**src/rtl/corelet_ctrl.sv**
```systemverilog
// corelet_ctrl: sequencer that drives the 34-bit corelet instruction word
// through a full convolution run: per kij pass it loads a weight tile into
// the PE array, streams the activations, executes, drains, and copies the
// OFIFO rows into pmem; after all passes it reads pmem back in accumulate
// order (output index outer, kij inner).
//
// Ports
//   clk          clock
//   reset        synchronous, active-high reset
//   start        run request, honoured only in IDLE
//   mode         WS(0)/OS(1), captured with an accepted start
//   ofifo_valid  OFIFO has a row available
//   inst         registered instruction word
//   busy         high in every state except IDLE
//   done         one-cycle pulse in the DONE state
//
// Timing model: inst_q is loaded from the next-state values, so the word on
// inst always describes the cycle the FSM is currently in. l0_wr and acc are
// the registered "a read was issued last cycle" flags taken from inst_q.
// In O_RD the write shown in a cycle is the response to ofifo_valid sampled
// at the edge that opened that cycle.
module corelet_ctrl #(
  parameter int row     = 8,
  parameter int col     = 8,
  parameter int ACT_LEN = 16,
  parameter int NKIJ    = 9
) (
  input  logic        clk,
  input  logic        reset,
  input  logic        start,
  input  logic        mode,
  input  logic        ofifo_valid,
  output logic [33:0] inst,
  output logic        busy,
  output logic        done
);

  typedef enum logic [3:0] {
    IDLE, W_XFER, W_LOAD, A_XFER, EXEC, DRAIN, O_RD, ACC, DONE
  } state_t;

  localparam int IW = 16;
  localparam int KW = 8;

  localparam logic [IW-1:0] W_LAST = IW'(row - 1);
  localparam logic [IW-1:0] L_LAST = IW'(row + col - 1);
  localparam logic [IW-1:0] A_LAST = IW'(ACT_LEN - 1);
  localparam logic [IW-1:0] A_CNT  = IW'(ACT_LEN);
  localparam logic [IW-1:0] ROW_N  = IW'(row);
  localparam logic [KW-1:0] K_LAST = KW'(NKIJ - 1);

  // CEN_pmem, WEN_pmem, CEN_xmem, WEN_xmem high; everything else low
  localparam logic [33:0] IDLE_WORD = 34'h1_800C_0000;

  state_t          state_q, state_d;
  logic [KW-1:0]   k_q, k_d;
  logic [IW-1:0]   i_q, i_d;
  logic            mode_q, mode_d;
  logic [33:0]     inst_q, inst_d;
  logic            owr;   // O_RD write issued in the next cycle
  logic [IW-1:0]   widx;  // index of that write within the pass

  // State register
  always_ff @(posedge clk) begin
    if (reset) begin
      state_q <= IDLE;
      k_q     <= '0;
      i_q     <= '0;
      mode_q  <= 1'b0;
      inst_q  <= IDLE_WORD;
    end else begin
      state_q <= state_d;
      k_q     <= k_d;
      i_q     <= i_d;
      mode_q  <= mode_d;
      inst_q  <= inst_d;
    end
  end

  // Next-state logic
  always_comb begin
    state_d = state_q;
    k_d     = k_q;
    i_d     = i_q;
    mode_d  = mode_q;
    owr     = 1'b0;
    widx    = '0;
    case (state_q)
      IDLE: begin
        if (start) begin
          state_d = W_XFER;
          mode_d  = mode;
          k_d     = '0;
          i_d     = '0;
        end
      end
      W_XFER: begin
        if (i_q == W_LAST) begin
          state_d = W_LOAD;
          i_d     = '0;
        end else i_d = i_q + 1'b1;
      end
      W_LOAD: begin
        if (i_q == L_LAST) begin
          state_d = A_XFER;
          i_d     = '0;
        end else i_d = i_q + 1'b1;
      end
      A_XFER: begin
        if (i_q == A_LAST) begin
          state_d = EXEC;
          i_d     = '0;
        end else i_d = i_q + 1'b1;
      end
      EXEC: begin
        if (i_q == A_LAST) begin
          state_d = DRAIN;
          i_d     = '0;
        end else i_d = i_q + 1'b1;
      end
      DRAIN: begin
        if (i_q == L_LAST) begin
          // first O_RD cycle may already carry write 0
          state_d = O_RD;
          i_d     = '0;
          if (ofifo_valid) begin
            owr  = 1'b1;
            widx = '0;
            i_d  = IW'(1);
          end
        end else i_d = i_q + 1'b1;
      end
      O_RD: begin
        // i_q counts writes already shown on inst, including this cycle's
        if (i_q == A_CNT) begin
          i_d = '0;
          if (k_q == K_LAST) begin
            state_d = ACC;
            k_d     = '0;
          end else begin
            state_d = W_XFER;
            k_d     = k_q + 1'b1;
          end
        end else if (ofifo_valid) begin
          owr  = 1'b1;
          widx = i_q;
          i_d  = i_q + 1'b1;
        end
      end
      ACC: begin
        // k is the inner (kij) index, i the outer (output) index
        if (k_q == K_LAST) begin
          k_d = '0;
          if (i_q == A_LAST) begin
            state_d = DONE;
            i_d     = '0;
          end else i_d = i_q + 1'b1;
        end else k_d = k_q + 1'b1;
      end
      DONE: begin
        state_d = IDLE;
        k_d     = '0;
        i_d     = '0;
      end
      default: begin
        state_d = IDLE;
        k_d     = '0;
        i_d     = '0;
      end
    endcase
  end

  // Output logic: instruction word for the cycle being entered
  always_comb begin
    inst_d     = IDLE_WORD;
    inst_d[2]  = ~inst_q[19];               // l0_wr trails each xmem read
    inst_d[33] = ~inst_q[32] & inst_q[31];  // acc trails each pmem read
    if (state_d != IDLE && state_d != DONE) inst_d[7] = mode_d;
    case (state_d)
      W_XFER: begin
        inst_d[19]   = 1'b0;
        inst_d[17:8] = 10'(512 + 32'(k_d) * row + 32'(i_d));
      end
      W_LOAD: begin
        if (i_d < ROW_N) begin
          inst_d[3] = 1'b1;
          inst_d[0] = 1'b1;
        end
      end
      A_XFER: begin
        inst_d[19]   = 1'b0;
        inst_d[17:8] = 10'(32'(k_d) * ACT_LEN + 32'(i_d));
      end
      EXEC: begin
        inst_d[3] = 1'b1;
        inst_d[1] = 1'b1;
      end
      O_RD: begin
        if (owr) begin
          inst_d[6]     = 1'b1;
          inst_d[32]    = 1'b0;
          inst_d[31]    = 1'b0;
          inst_d[30:20] = 11'(32'(k_d) * ACT_LEN + 32'(widx));
        end
      end
      ACC: begin
        inst_d[32]    = 1'b0;
        inst_d[30:20] = 11'(32'(k_d) * ACT_LEN + 32'(i_d));
      end
      default: ;
    endcase
  end

  assign inst = inst_q;
  assign busy = (state_q != IDLE);
  assign done = (state_q == DONE);

endmodule

```
**config.mk**
```make
export PLATFORM = sky130hd
export DESIGN_NAME = corelet_ctrl
export DESIGN_NICKNAME = d
export VERILOG_FILES = /design/src/rtl/corelet_ctrl.sv
export SDC_FILE = /design/constraint.sdc
export NUM_CORES = 1
export LEC_CHECK = 0
export CORE_MARGIN = 2
export CORE_UTILIZATION = 35
export DETAILED_ROUTE_END_ITERATION = 12
export GPL_TIMING_DRIVEN = 0
export PLACE_DENSITY = 0.6
export SETUP_SLACK_MARGIN = 0.3
export SYNTH_ARGS = -nofsm -noshare
export SYNTH_HDL_FRONTEND = slang
export SYNTH_SLANG_ARGS = --single-unit
```
**constraint.sdc**
```tcl
create_clock -name clk -period 4.3 [get_ports clk]
set_input_delay 1.29 -clock clk [delete_from_list [all_inputs] [get_ports clk]]
set_output_delay 1.29 -clock clk [all_outputs]
set_load 0.1 [all_outputs]
```
==> summary.txt <==
Run status
  • Status: complete, but fails checks
  • Failing checks: setup timing

Critical path
  • Worst Path Max Fanout: 8
  • Critical path class: register to register
  • Crit path launch type: register
  • Worst EP arrival: around 4600 ps
  • CP required: about 4500 ps
  • R2r endpoint: inst[17]
  • R2R cell count: 20
  • Worst Setup SP: i_q[6]
  • Setup crit end kind: register
  • CP Capture Point: inst[17]
  • Worst reg2reg setup slack: -90 ps
  • Worst reg2reg startpoint: i_q[6]

Synthesis
  • Top-area cell type share of the netlist area: 0.2995
  • Cell taking the most area after synthesis: dfxtp_1
  • Cell count after synthesis: 486
  • Main synth FF type: dfxtp_1
  • Main area contributors after synthesis: dfxtp_1 (30%), ha_1 (8.4%), nor2_1 (4.1%)
  • Warnings from Yosys: 0
  • Asr flop ratio synth: 0
  • Post-synthesis instance area: approximately 4000 um^2
  • Synthesized area per cell: a little over 8 um^2
  • Post-synth EDFFs: 0
  • Synth Register Bits: 60
  • Register area share after synthesis: 0.2995
  • Synth unique cells: between 70 and 80

Timing
  • Skew final: 8.616 ps
  • Tcrit/Tclk final: 1.020
  • RSZ-0062 raised after global routing: true
  • Final Slew Violations: 0
  • Max Fclk: approximately 230 MHz
  • Worst setup margin: -85.67 ps
  • Hold Fails Final Rpt: 0
  • Relative slew slack: 0.3016
  • Worst-margin pin slew: 1040 ps
  • Crit path time final: ~4400 ps
  • Final Setup Violations: 1

Floorplan
  • Die Y: 111.0 um
  • I/O pin count: 41
  • Die Wd: about 110 um
  • Core area: 11,320 um^2
  • Initial core utilization: 0.3542
  • Row cnt: 39
  • Die area: between 10,000 and 15,000 um^2

Routing
  • Total number of vias: around 4,000
  • WL final: ~13,000 um
  • Total iterations of the first detailed-routing run: 5
  • DR DRC count: 0
  • Starting DRT DRC Count: approximately 240
  • Vias per inst: 5.669
  • Antenna-violating nets left: 0
  • WL per Instance: about 19 um

Power and ir drop
  • Max VDD drop: around 150 uV
  • Pwr Total: 1.592 mW
  • Power Density: 285.0 nW/um^2
  • Pleak: between 2 and 2.5 nW

Placed design
  • Inst Count DP: 666
  • DP Area: ~4600 um^2
  • Number of port buffers: 36
  • Dpl hpwl: roughly 9300 um
  • GPL Wtd Cong: between 0.9 and 1

GRT
  • Grt ovf: 0
  • Vias in the first global route: between 4,000 and 5,000
  • Gr usage total: 0.2194
  • Largest net degree at the start of global routing: 11
  • Initial antenna violation count: 0
  • First-pass GRT wire length: ~21,000 um

Clocking
  • Skew-Pair Late Insertion Delay: between 300 and 400 ps
  • CTS H-tree depth: 3
  • CTS tree: built
  • Clock Path Buffers: 2
  • CTS Sinks: 60
  • Clock slew at reported path FFs: around 60 ps
  • Clk root buf: clkbuf_16
  • CTS buffer count: 9
  • Cts-stage hold buffer count: 0

Hold path
  • Worst hold path class: register to register

Final layout
  • Layout cells sized above 1: 0.2430
  • # fillers: between 1,000 and 1,500
  • Final-stage net count: roughly 600
  • # diodes: 0
  • Commonest non-fill, non-tap cell in the layout: dfxtp_1
  • Area growth, synth to finish: 39.31%
  • Final Instance Count excl. Fillers: between 700 and 800
  • Most frequent cells in the layout: dfxtp_1 (53), nor2_1 (41), clkdlybuf4s50_1 (33)
  • Final core occ: 0.4935
  • Final instance area: roughly 5600 um^2

Job
  • Max cap viols: 0
-- state kept, by name, summed over array words and instances (netlist names) --
register,cells
i_q,16
inst,31
k_q,8
mode_q,1
state_q,4
-- layout make-up --
| cell class | instances | area (um^2) | share of cell area |
|---|---|---|---|
| clock inverters | 4 | 95.09 | 0.01702 |
| repair buffers | 65 | 593.1 | 0.1062 |
| inverters | 24 | 92.59 | 0.01657 |
| plain buffers | 27 | 212.7 | 0.03807 |
| multi-input cells | 376 | 2940 | 0.5263 |
| clock buffers | 12 | 256.5 | 0.04591 |
| well taps | 143 | 178.9 | 0.03203 |
| flip-flops and latches | 60 | 1217 | 0.2179 |
-- how the worst min path moves through the flow --
stage / start / endpoint / slack, ps / cells past startpoint
floorplan: k_q[7] / k_q[7] / 430 / 1
global placement: inst[19] / inst[2] / 400 / 1
detailed placement: inst[19] / inst[2] / 410 / 1
CTS: inst[19] / inst[2] / 410 / 1
global route: inst[19] / inst[2] / 430 / 1
finish: inst[19] / inst[2] / 400 / 1
-- worst max-delay path, stage by stage, from the launching register on --
cell	delay, ps
dfxtp_4	370
or4_4	540
buf_6	150
or4_4	500
o21ai_4	210
nand3_4	100
buf_6	140
o21a_1	90
o21a_1	210
a21oi_4	170
inv_2	70
ha_4	280
ha_4	180
a21o_1	180
a21oi_2	150
o21bai_1	100
a21oi_1	170
xnor2_1	160
xnor2_1	100
xnor2_1	150
o32ai_1	240
-- where the power goes --
part | switching, mW | internal [mW] | total (mW) | leakage, nW
Combinational | 0.113 | 0.0504 | 0.163 | 1.58
Clock | 0.267 | 0.597 | 0.864 | 0.173
Sequential | 0.00369 | 0.561 | 0.565 | 0.489
-- what timing repair did --
action	4_1_cts	5_1_grt
endpoints found under the setup margin	11	9
buffers inserted	29	0
endpoints found under the hold margin	0	0
gates resized for setup	76	28
cloned	0	0
pin swaps	28	9
-- metrics by stage --
step           setup TNS (ps)  worst slack (ps)  hold WS, ps
2_1_floorplan          -3.357            -3.357        428.6
3_3_place_gp            -5445             -1119        401.5
3_5_place_dp            -5628             -1156        405.3
4_1_cts                -76.21            -76.21        410.8
5_1_grt                -318.0            -246.6        426.5
6_report               -85.67            -85.67        400.2
-- synthesized netlist by cell type, drive strengths merged (3+ instances only) --
| library cell | number |
|---|---|
| a31oi | 6 |
| nand3 | 19 |
| nor3 | 15 |
| nand4b | 3 |
| nor2b | 6 |
| o21ai | 26 |
| fa | 3 |
| o31ai | 7 |
| xnor2 | 15 |
| a211o | 3 |
| a2bb2oi | 4 |
| and2 | 13 |
| inv | 24 |
| ha | 27 |
| a21oi | 24 |
| dfxtp | 60 |
| o22ai | 3 |
| nand4 | 3 |
| a22oi | 8 |
| o21bai | 3 |
| nand2 | 34 |
| nor3b | 4 |
| a21o | 6 |
| o21a | 4 |
| xor2 | 9 |
| o32ai | 3 |
| o211ai | 4 |
| clkbuf | 16 |
| nor4 | 3 |
| or3 | 8 |
| buf | 11 |
| nand2b | 5 |
| nor2 | 45 |
| or4 | 6 |
| a32o | 4 |
| a211oi | 5 |
| and3 | 14 |
-- kinds of logic (layout without fill, tap and decap cells) --
group                    Yosys count  after routing  synth area share
AND/OR/NAND/NOR                  189            189            0.2546
AO/OA/AOI/OAI                    128            128            0.2306
flip-flops                        60             60            0.2995
buffers and inverters             51            132           0.05647
adder cells (fa/ha/maj)           30             30           0.09922
XOR/XNOR                          24             24           0.05242
other                              2              3          0.001873
multiplexers                       2              2          0.005304
-- per-layer routing --
metal / routed length (um) / global-route usage
met4: 466 / 0.1086
met2: 6199 / 0.3481
met3: 586 / 0.03390
met1: 6018 / 0.2914
met5: 0 / 0
No activity file was read; power rests on OpenSTA's default activity.
